### src/rtl/cpu_pipe_pkg.sv
// rtl/cpu_pipe_pkg.sv - shared types and per-stage widths for the CPU pipeline registers
package cpu_pipe_pkg;

  typedef enum logic [1:0] {
    ST_EMPTY = 2'd0,
    ST_HEAD  = 2'd1,
    ST_FULL  = 2'd2
  } pipe_state_e;

  localparam int IF_ID_DATA_W  = 64;
  localparam int IF_ID_CTRL_W  = 1;
  localparam int ID_EX_DATA_W  = 128;
  localparam int ID_EX_CTRL_W  = 8;
  localparam int EX_MEM_DATA_W = 74;
  localparam int EX_MEM_CTRL_W = 5;
  localparam int MEM_WB_DATA_W = 69;
  localparam int MEM_WB_CTRL_W = 2;

  localparam int CTRL_REG_WRITE  = 0;
  localparam int CTRL_MEM_TO_REG = 1;
  localparam int CTRL_MEM_READ   = 2;
  localparam int CTRL_MEM_WRITE  = 3;
  localparam int CTRL_BRANCH     = 4;
  localparam int CTRL_JUMP       = 5;
  localparam int CTRL_ALU_SRC    = 6;

  function automatic logic [1:0] state_occ(input pipe_state_e s);
    case (s)
      ST_HEAD: return 2'd1;
      ST_FULL: return 2'd2;
      default: return 2'd0;
    endcase
  endfunction

endpackage

### src/rtl/pipe_entry.sv
// rtl/pipe_entry.sv - one storage slot (valid, data, ctrl) of a pipeline stage register
module pipe_entry
  import cpu_pipe_pkg::*;
#(
  parameter int DATA_W = 32,
  parameter int CTRL_W = 8,
  parameter logic [DATA_W-1:0] RESET_DATA = '0
) (
  input  logic              clk,
  input  logic              reset,
  input  logic              i_load,
  input  logic              i_drop,
  input  logic              i_clear_ctrl,
  input  logic [DATA_W-1:0] i_data,
  input  logic [CTRL_W-1:0] i_ctrl,
  output logic              o_valid,
  output logic [DATA_W-1:0] o_data,
  output logic [CTRL_W-1:0] o_ctrl
);

  logic              r_valid;
  logic [DATA_W-1:0] r_data;
  logic [CTRL_W-1:0] r_ctrl;

  // Squash wins over load so a same-cycle input never survives a flush.
  always_ff @(posedge clk or negedge reset) begin
    if (!reset) begin
      r_valid <= 1'b0;
      r_data  <= RESET_DATA;
      r_ctrl  <= '0;
    end else if (i_clear_ctrl) begin
      r_valid <= 1'b0;
      r_ctrl  <= '0;
    end else if (i_load) begin
      r_valid <= 1'b1;
      r_data  <= i_data;
      r_ctrl  <= i_ctrl;
    end else if (i_drop) begin
      r_valid <= 1'b0;
    end
  end

  assign o_valid = r_valid;
  assign o_data  = r_data;
  assign o_ctrl  = r_ctrl;

endmodule

### src/rtl/pipe_stage_reg.sv
// rtl/pipe_stage_reg.sv - pipeline stage register with handshake, stall, flush and optional skid slot
module pipe_stage_reg
  import cpu_pipe_pkg::*;
#(
  parameter int DATA_W = 32,
  parameter int CTRL_W = 8,
  parameter int SKID   = 1,
  parameter logic [DATA_W-1:0] RESET_DATA = '0
) (
  input  logic              clk,
  input  logic              reset,
  input  logic              in_valid,
  output logic              in_ready,
  input  logic [DATA_W-1:0] in_data,
  input  logic [CTRL_W-1:0] in_ctrl,
  input  logic              stall,
  input  logic              flush,
  output logic              out_valid,
  input  logic              out_ready,
  output logic [DATA_W-1:0] out_data,
  output logic [CTRL_W-1:0] out_ctrl,
  output logic [1:0]        occupancy
);

  localparam logic [1:0] MAX_OCC = 2'(1 + SKID);

  pipe_state_e       r_state, w_next_state;
  logic              r_in_ready;
  logic              w_in_xfer, w_out_xfer;
  logic              w_main_load, w_main_drop, w_skid_load, w_skid_drop, w_main_from_skid;
  logic              w_main_valid, w_skid_valid;
  logic [DATA_W-1:0] w_main_data, w_skid_data, w_main_in_data;
  logic [CTRL_W-1:0] w_main_ctrl, w_skid_ctrl, w_main_in_ctrl;

  assign w_in_xfer  = in_valid & in_ready;
  assign w_out_xfer = out_valid & out_ready;

  always_ff @(posedge clk or negedge reset) begin
    if (!reset) begin
      r_state    <= ST_EMPTY;
      r_in_ready <= 1'b0;
    end else begin
      r_state    <= w_next_state;
      r_in_ready <= (w_next_state != ST_FULL);
    end
  end

  always_comb begin
    w_next_state     = r_state;
    w_main_load      = 1'b0;
    w_main_drop      = 1'b0;
    w_skid_load      = 1'b0;
    w_skid_drop      = 1'b0;
    w_main_from_skid = 1'b0;
    if (flush) begin
      w_next_state = ST_EMPTY;
    end else if (!stall) begin
      case (r_state)
        ST_EMPTY: begin
          if (w_in_xfer) begin
            w_next_state = ST_HEAD;
            w_main_load  = 1'b1;
          end
        end
        ST_HEAD: begin
          if (w_in_xfer && w_out_xfer) begin
            w_main_load = 1'b1;
          end else if (w_in_xfer) begin
            if (SKID != 0) begin
              w_next_state = ST_FULL;
              w_skid_load  = 1'b1;
            end else begin
              w_main_load = 1'b1;
            end
          end else if (w_out_xfer) begin
            w_next_state = ST_EMPTY;
            w_main_drop  = 1'b1;
          end
        end
        ST_FULL: begin
          if (w_out_xfer) begin
            w_next_state     = ST_HEAD;
            w_main_load      = 1'b1;
            w_main_from_skid = 1'b1;
            w_skid_drop      = 1'b1;
          end
        end
        default: w_next_state = ST_EMPTY;
      endcase
    end
  end

  assign w_main_in_data = w_main_from_skid ? w_skid_data : in_data;
  assign w_main_in_ctrl = w_main_from_skid ? w_skid_ctrl : in_ctrl;

  pipe_entry #(.DATA_W(DATA_W), .CTRL_W(CTRL_W), .RESET_DATA(RESET_DATA)) u_main (
    .clk          (clk),
    .reset        (reset),
    .i_load       (w_main_load),
    .i_drop       (w_main_drop),
    .i_clear_ctrl (flush),
    .i_data       (w_main_in_data),
    .i_ctrl       (w_main_in_ctrl),
    .o_valid      (w_main_valid),
    .o_data       (w_main_data),
    .o_ctrl       (w_main_ctrl)
  );

  generate
    if (SKID != 0) begin : g_skid
      pipe_entry #(.DATA_W(DATA_W), .CTRL_W(CTRL_W), .RESET_DATA(RESET_DATA)) u_skid (
        .clk          (clk),
        .reset        (reset),
        .i_load       (w_skid_load),
        .i_drop       (w_skid_drop),
        .i_clear_ctrl (flush),
        .i_data       (in_data),
        .i_ctrl       (in_ctrl),
        .o_valid      (w_skid_valid),
        .o_data       (w_skid_data),
        .o_ctrl       (w_skid_ctrl)
      );
      assign in_ready = r_in_ready & ~stall;
    end else begin : g_noskid
      assign w_skid_valid = 1'b0;
      assign w_skid_data  = '0;
      assign w_skid_ctrl  = '0;
      // Single slot: accept when empty or when the head leaves this same edge.
      assign in_ready = reset & ~stall & ((r_state == ST_EMPTY) | out_ready);
    end
  endgenerate

  assign out_valid = w_main_valid & ~stall;
  assign out_data  = w_main_data;
  assign out_ctrl  = w_main_ctrl & {CTRL_W{out_valid}};
  assign occupancy = state_occ(r_state);

  a_occ_max: assert property (@(posedge clk) disable iff (!reset) occupancy <= MAX_OCC);
  a_no_in_full: assert property (@(posedge clk) disable iff (!reset)
    !(r_state == ST_FULL && w_in_xfer));
  a_skid_state: assert property (@(posedge clk) disable iff (!reset)
    w_skid_valid == (r_state == ST_FULL));

endmodule

### config.mk
export PLATFORM = sky130hd
export DESIGN_NAME = pipe_stage_reg
export DESIGN_NICKNAME = d
export VERILOG_FILES = /design/src/rtl/cpu_pipe_pkg.sv /design/src/rtl/pipe_entry.sv /design/src/rtl/pipe_stage_reg.sv
export SDC_FILE = /design/constraint.sdc
export NUM_CORES = 1
export LEC_CHECK = 0
export ABC_AREA = 1
export BUFFER_PORTS_ARGS = -buffer_cell sky130_fd_sc_hd__buf_4
export CELL_PAD_IN_SITES_DETAIL_PLACEMENT = 1
export CELL_PAD_IN_SITES_GLOBAL_PLACEMENT = 2
export CORE_ASPECT_RATIO = 0.5
export CORE_MARGIN = 5
export CORE_UTILIZATION = 33
export DETAILED_ROUTE_END_ITERATION = 12
export PLACE_DENSITY = 0.94
export SLEW_MARGIN = 20
export SYNTH_ARGS = -nofsm -noshare
export SYNTH_HDL_FRONTEND = slang
export SYNTH_SLANG_ARGS = --single-unit
### constraint.sdc
create_clock -name clk -period 3.6 [get_ports clk]
set_input_delay 0.18 -clock clk [delete_from_list [all_inputs] [get_ports clk]]
set_output_delay 0.18 -clock clk [all_outputs]
set_load 0.02 [all_outputs]
==> results.toml <==
[outcome]
status = "finished, final reports clean"

[placement]
finalWeightedCongestion = 0.7569
hpwlAfterDp_um = 7390
port_buffers = 89
dp.cells = 755

[setup_path]
slowest_delay_ns = 0.63
crit_family = "simple AND/OR/NAND/NOR gates"
worst_setup_path_end_kind = "flip-flop"
crit_slowest_cell = "inv_2"
crit_arrival_ns = 2.95
worstPathMaxFanout = 32
worstPathCellList = "inv_2 -> nand2_1 -> nor2_4 -> inv_2 -> nand2_2 -> nand3_2 -> inv_2 -> nand2_1 -> nand2_1"
required_ns = 3.88
worst-path-buf-inv = 3
startpoint_type = "flip-flop"
critPathKind = "flip-flop to flip-flop"

[logic_synthesis]
yosys.area.top_type = "dfrtp_1"
yosys-top-cells-count = "nand2_1, dfrtp_1, nand3_1"
yosys.area.top_type_share = 0.5174
synth_compound_area_frac = 0.03665
netlist_top_cells_area = "dfrtp_1, nand2_1, nand3_1"
synth-adder-area-share = 0
synth_xor_area_frac = 0
synthCells = 526
syn_area_mm2 = 0.004063
yosysSeqAreaShare = 0.5174
synth_nets = 572
yosysWarnings = 0
synth_top_flop_cell = "dfrtp_1"
yosysMostFrequentCell = "nand2_1"
syn_avg_cell_area_um2 = 7.724
synth_top_family_by_area = "simple AND/OR/NAND/NOR gates"
synthMuxAreaShare = 0
synthSimpleGateAreaFrac = 0.3757
ys_ff_latch = 84
ys_types = 24
async_reset_ff_frac = 1.000
synth_edf_count = 0

[clock_network]
clock_sinks = 84
cts_hold_buffers = 0
cts_tree = "yes"
cts_max_level = 3
cts_resized = 0
clk_path_buf_depth = 2
cts_buffers = 9
clk_pin_slew_ns = 0.07
postCtsSetupBuffers = 0
clkLatencyLatePin_ns = 0.34
root_buffer = "clkbuf_16"

[timing]
finalMaxSlewViolations = 0
hold_violations = 0
clock_skew_ns = 0.006542
fin_crit_ns = 2.667
finalSetupTns_ns = 0
rsz0062_at_grt = "no"
slew_headroom = 0.4676
max_freq_mhz = 375.0
fin_crit_sh = 0.7407
worstMarginPinSlew_ns = 0.7986
finalSetupViolCount = 0

[grt]
overflow = 0
grt_max_degree = 85
grt_pass1_vias = 3955
antenna_found_initial = 0
grt_use_total = 0.1577
grt_pass1_wl_um = 19080

[floorplan]
dieArea_mm2 = 0.01476
io_pins = 90
initial_core_util = 0.3411
num_rows = 28
dieWidth_um = 166.9
die_h_um = 88.46
coreArea_mm2 = 0.01191

[route]
antenna_left = 0
drt-initial-drc-count = 175
drt_first_pass_iters = 4
totalWireLength_um = 11100
wl_per_cell_um = 14.38
route.detailed.drc = 0
vias_per_cell = 4.640
vias = 3582

[power]
peakVddDrop_mv = 0.2264
combPwrFrac = 0.198
p_leak_nw = 2.844
intPower_w = 0.002207
power_density_mw_per_mm2 = 587.3
netSwitchingFraction = 0.2772
seq_power_share = 0.410
p_switching_w = 0.0008464
p_clk_frac = 0.392

[cells_and_area]
drive_above_1_share = 0.2158
diodes = 0
stdcell_count = 772
fin_nets = 648
post-route-util = 0.4366
syn_to_final_growth_pct = 28.00

[job]
drv_cap = 0

[min_path]
hold_class = "primary input to flip-flop"
-- cell type report --
cell class,count,area [µm²]
clock buffer,9,225.2
tap,165,206.4
multi-input combinational,383,1675
fill,1478,6711
inverter,29,108.9
timing repair buffer,95,719.4
clock inverter,7,162.7
sequential,84,2102
-- per-stage QoR --
| step | hold slack (ns) | worst slack [ns] | power (W) | cell area [µm²] |
|---|---|---|---|---|
| finish | 0.03304 | 0.9335 | 0.003054 | 5200 |
| global route | 0.02421 | 0.6086 | 0.003217 | 5200 |
| CTS | 0.01664 | 0.8764 | 0.003093 | 5186 |
| detailed placement | 0.3780 | 0.9142 | 0.001882 | 4798 |
| global placement | 0.3784 | 1.037 | 0.001866 | 4798 |
| floorplan | -0.1156 | 2.037 | 0.001583 | 4063 |
-- worst reg2reg max path: cells and delay by family (launching register included) --
family | cells | cell delay (ns)
and+or+nand+nor | 6 | 1.27
buffers and inverters | 3 | 0.93
DFF | 1 | 0.41
-- path summary, 6_finish.rpt --
| check | startpoint | endpoint | slack [ns] | depth (start not counted) |
|---|---|---|---|---|
| max in group asynchronous | reset | g_skid.u_skid.o_data[0]$_DFFE_PN0P_ | 2.57 | 2 |
| min reg2reg | g_skid.u_skid.o_data[6]$_DFFE_PN0P_ | g_skid.u_skid.o_data[6]$_DFFE_PN0P_ | 0.47 | 2 |
| min | flush | u_main.o_valid$_DFFE_PN0P_ | 0.03 | 2 |
| max reg2reg | r_state[0]$_DFF_PN0_ | u_main.o_data[24]$_DFFE_PN0P_ | 0.93 | 9 |
| min in group asynchronous | reset | u_main.o_data[2]$_DFFE_PN0P_ | 0.44 | 2 |
| max | r_state[0]$_DFF_PN0_ | u_main.o_data[24]$_DFFE_PN0P_ | 0.93 | 9 |
-- state kept, by name, indices dropped and copies added, names as in the netlist --
register / count
r_state: 2
u_main.o_data: 32
g_skid.u_skid.o_ctrl: 8
r_in_ready: 1
u_main.o_valid: 1
g_skid.u_skid.o_data: 32
u_main.o_ctrl: 8
-- layer usage --
metal | track usage | part of all wire | vias to the layer above
met4 | 0.03935 | 0.0077 | 0
li1 | - | - | 1790
met2 | 0.2876 | 0.49 | 45
met3 | 0.03347 | 0.028 | 7
met1 | 0.1951 | 0.47 | 1740
met5 | 0 | 0 | -
-- cells in the final DEF, fill, tap and decap left out, drive strengths merged, types with 5 or more instances in the layout --
cell / synthesis / final
nand2: 260 / 260
dfrtp: 84 / 84
nand3b: 8 / 8
inv: 29 / 29
clkbuf: 4 / 9
bufinv: 0 / 5
nor2: 14 / 14
nand3: 78 / 78
o21ai: 18 / 18
buf: 26 / 94
-- power by group through the flow --
stage	Combinational (W)	Sequential [W]	Clock, W
floorplan	0.000218	0.00137	0
finish	0.000606	0.00125	0.00120
CTS	0.000619	0.00125	0.00122
global placement	0.000603	0.00126	0
detailed placement	0.000616	0.00127	0
global route	0.000678	0.00128	0.00126
-- cells by family after synthesis --
| family | Yosys count |
|---|---|
| flops | 84 |
| compound gates | 23 |
| buf+inv | 59 |
| simple gates | 360 |
(Power assumes the default switching activity.)
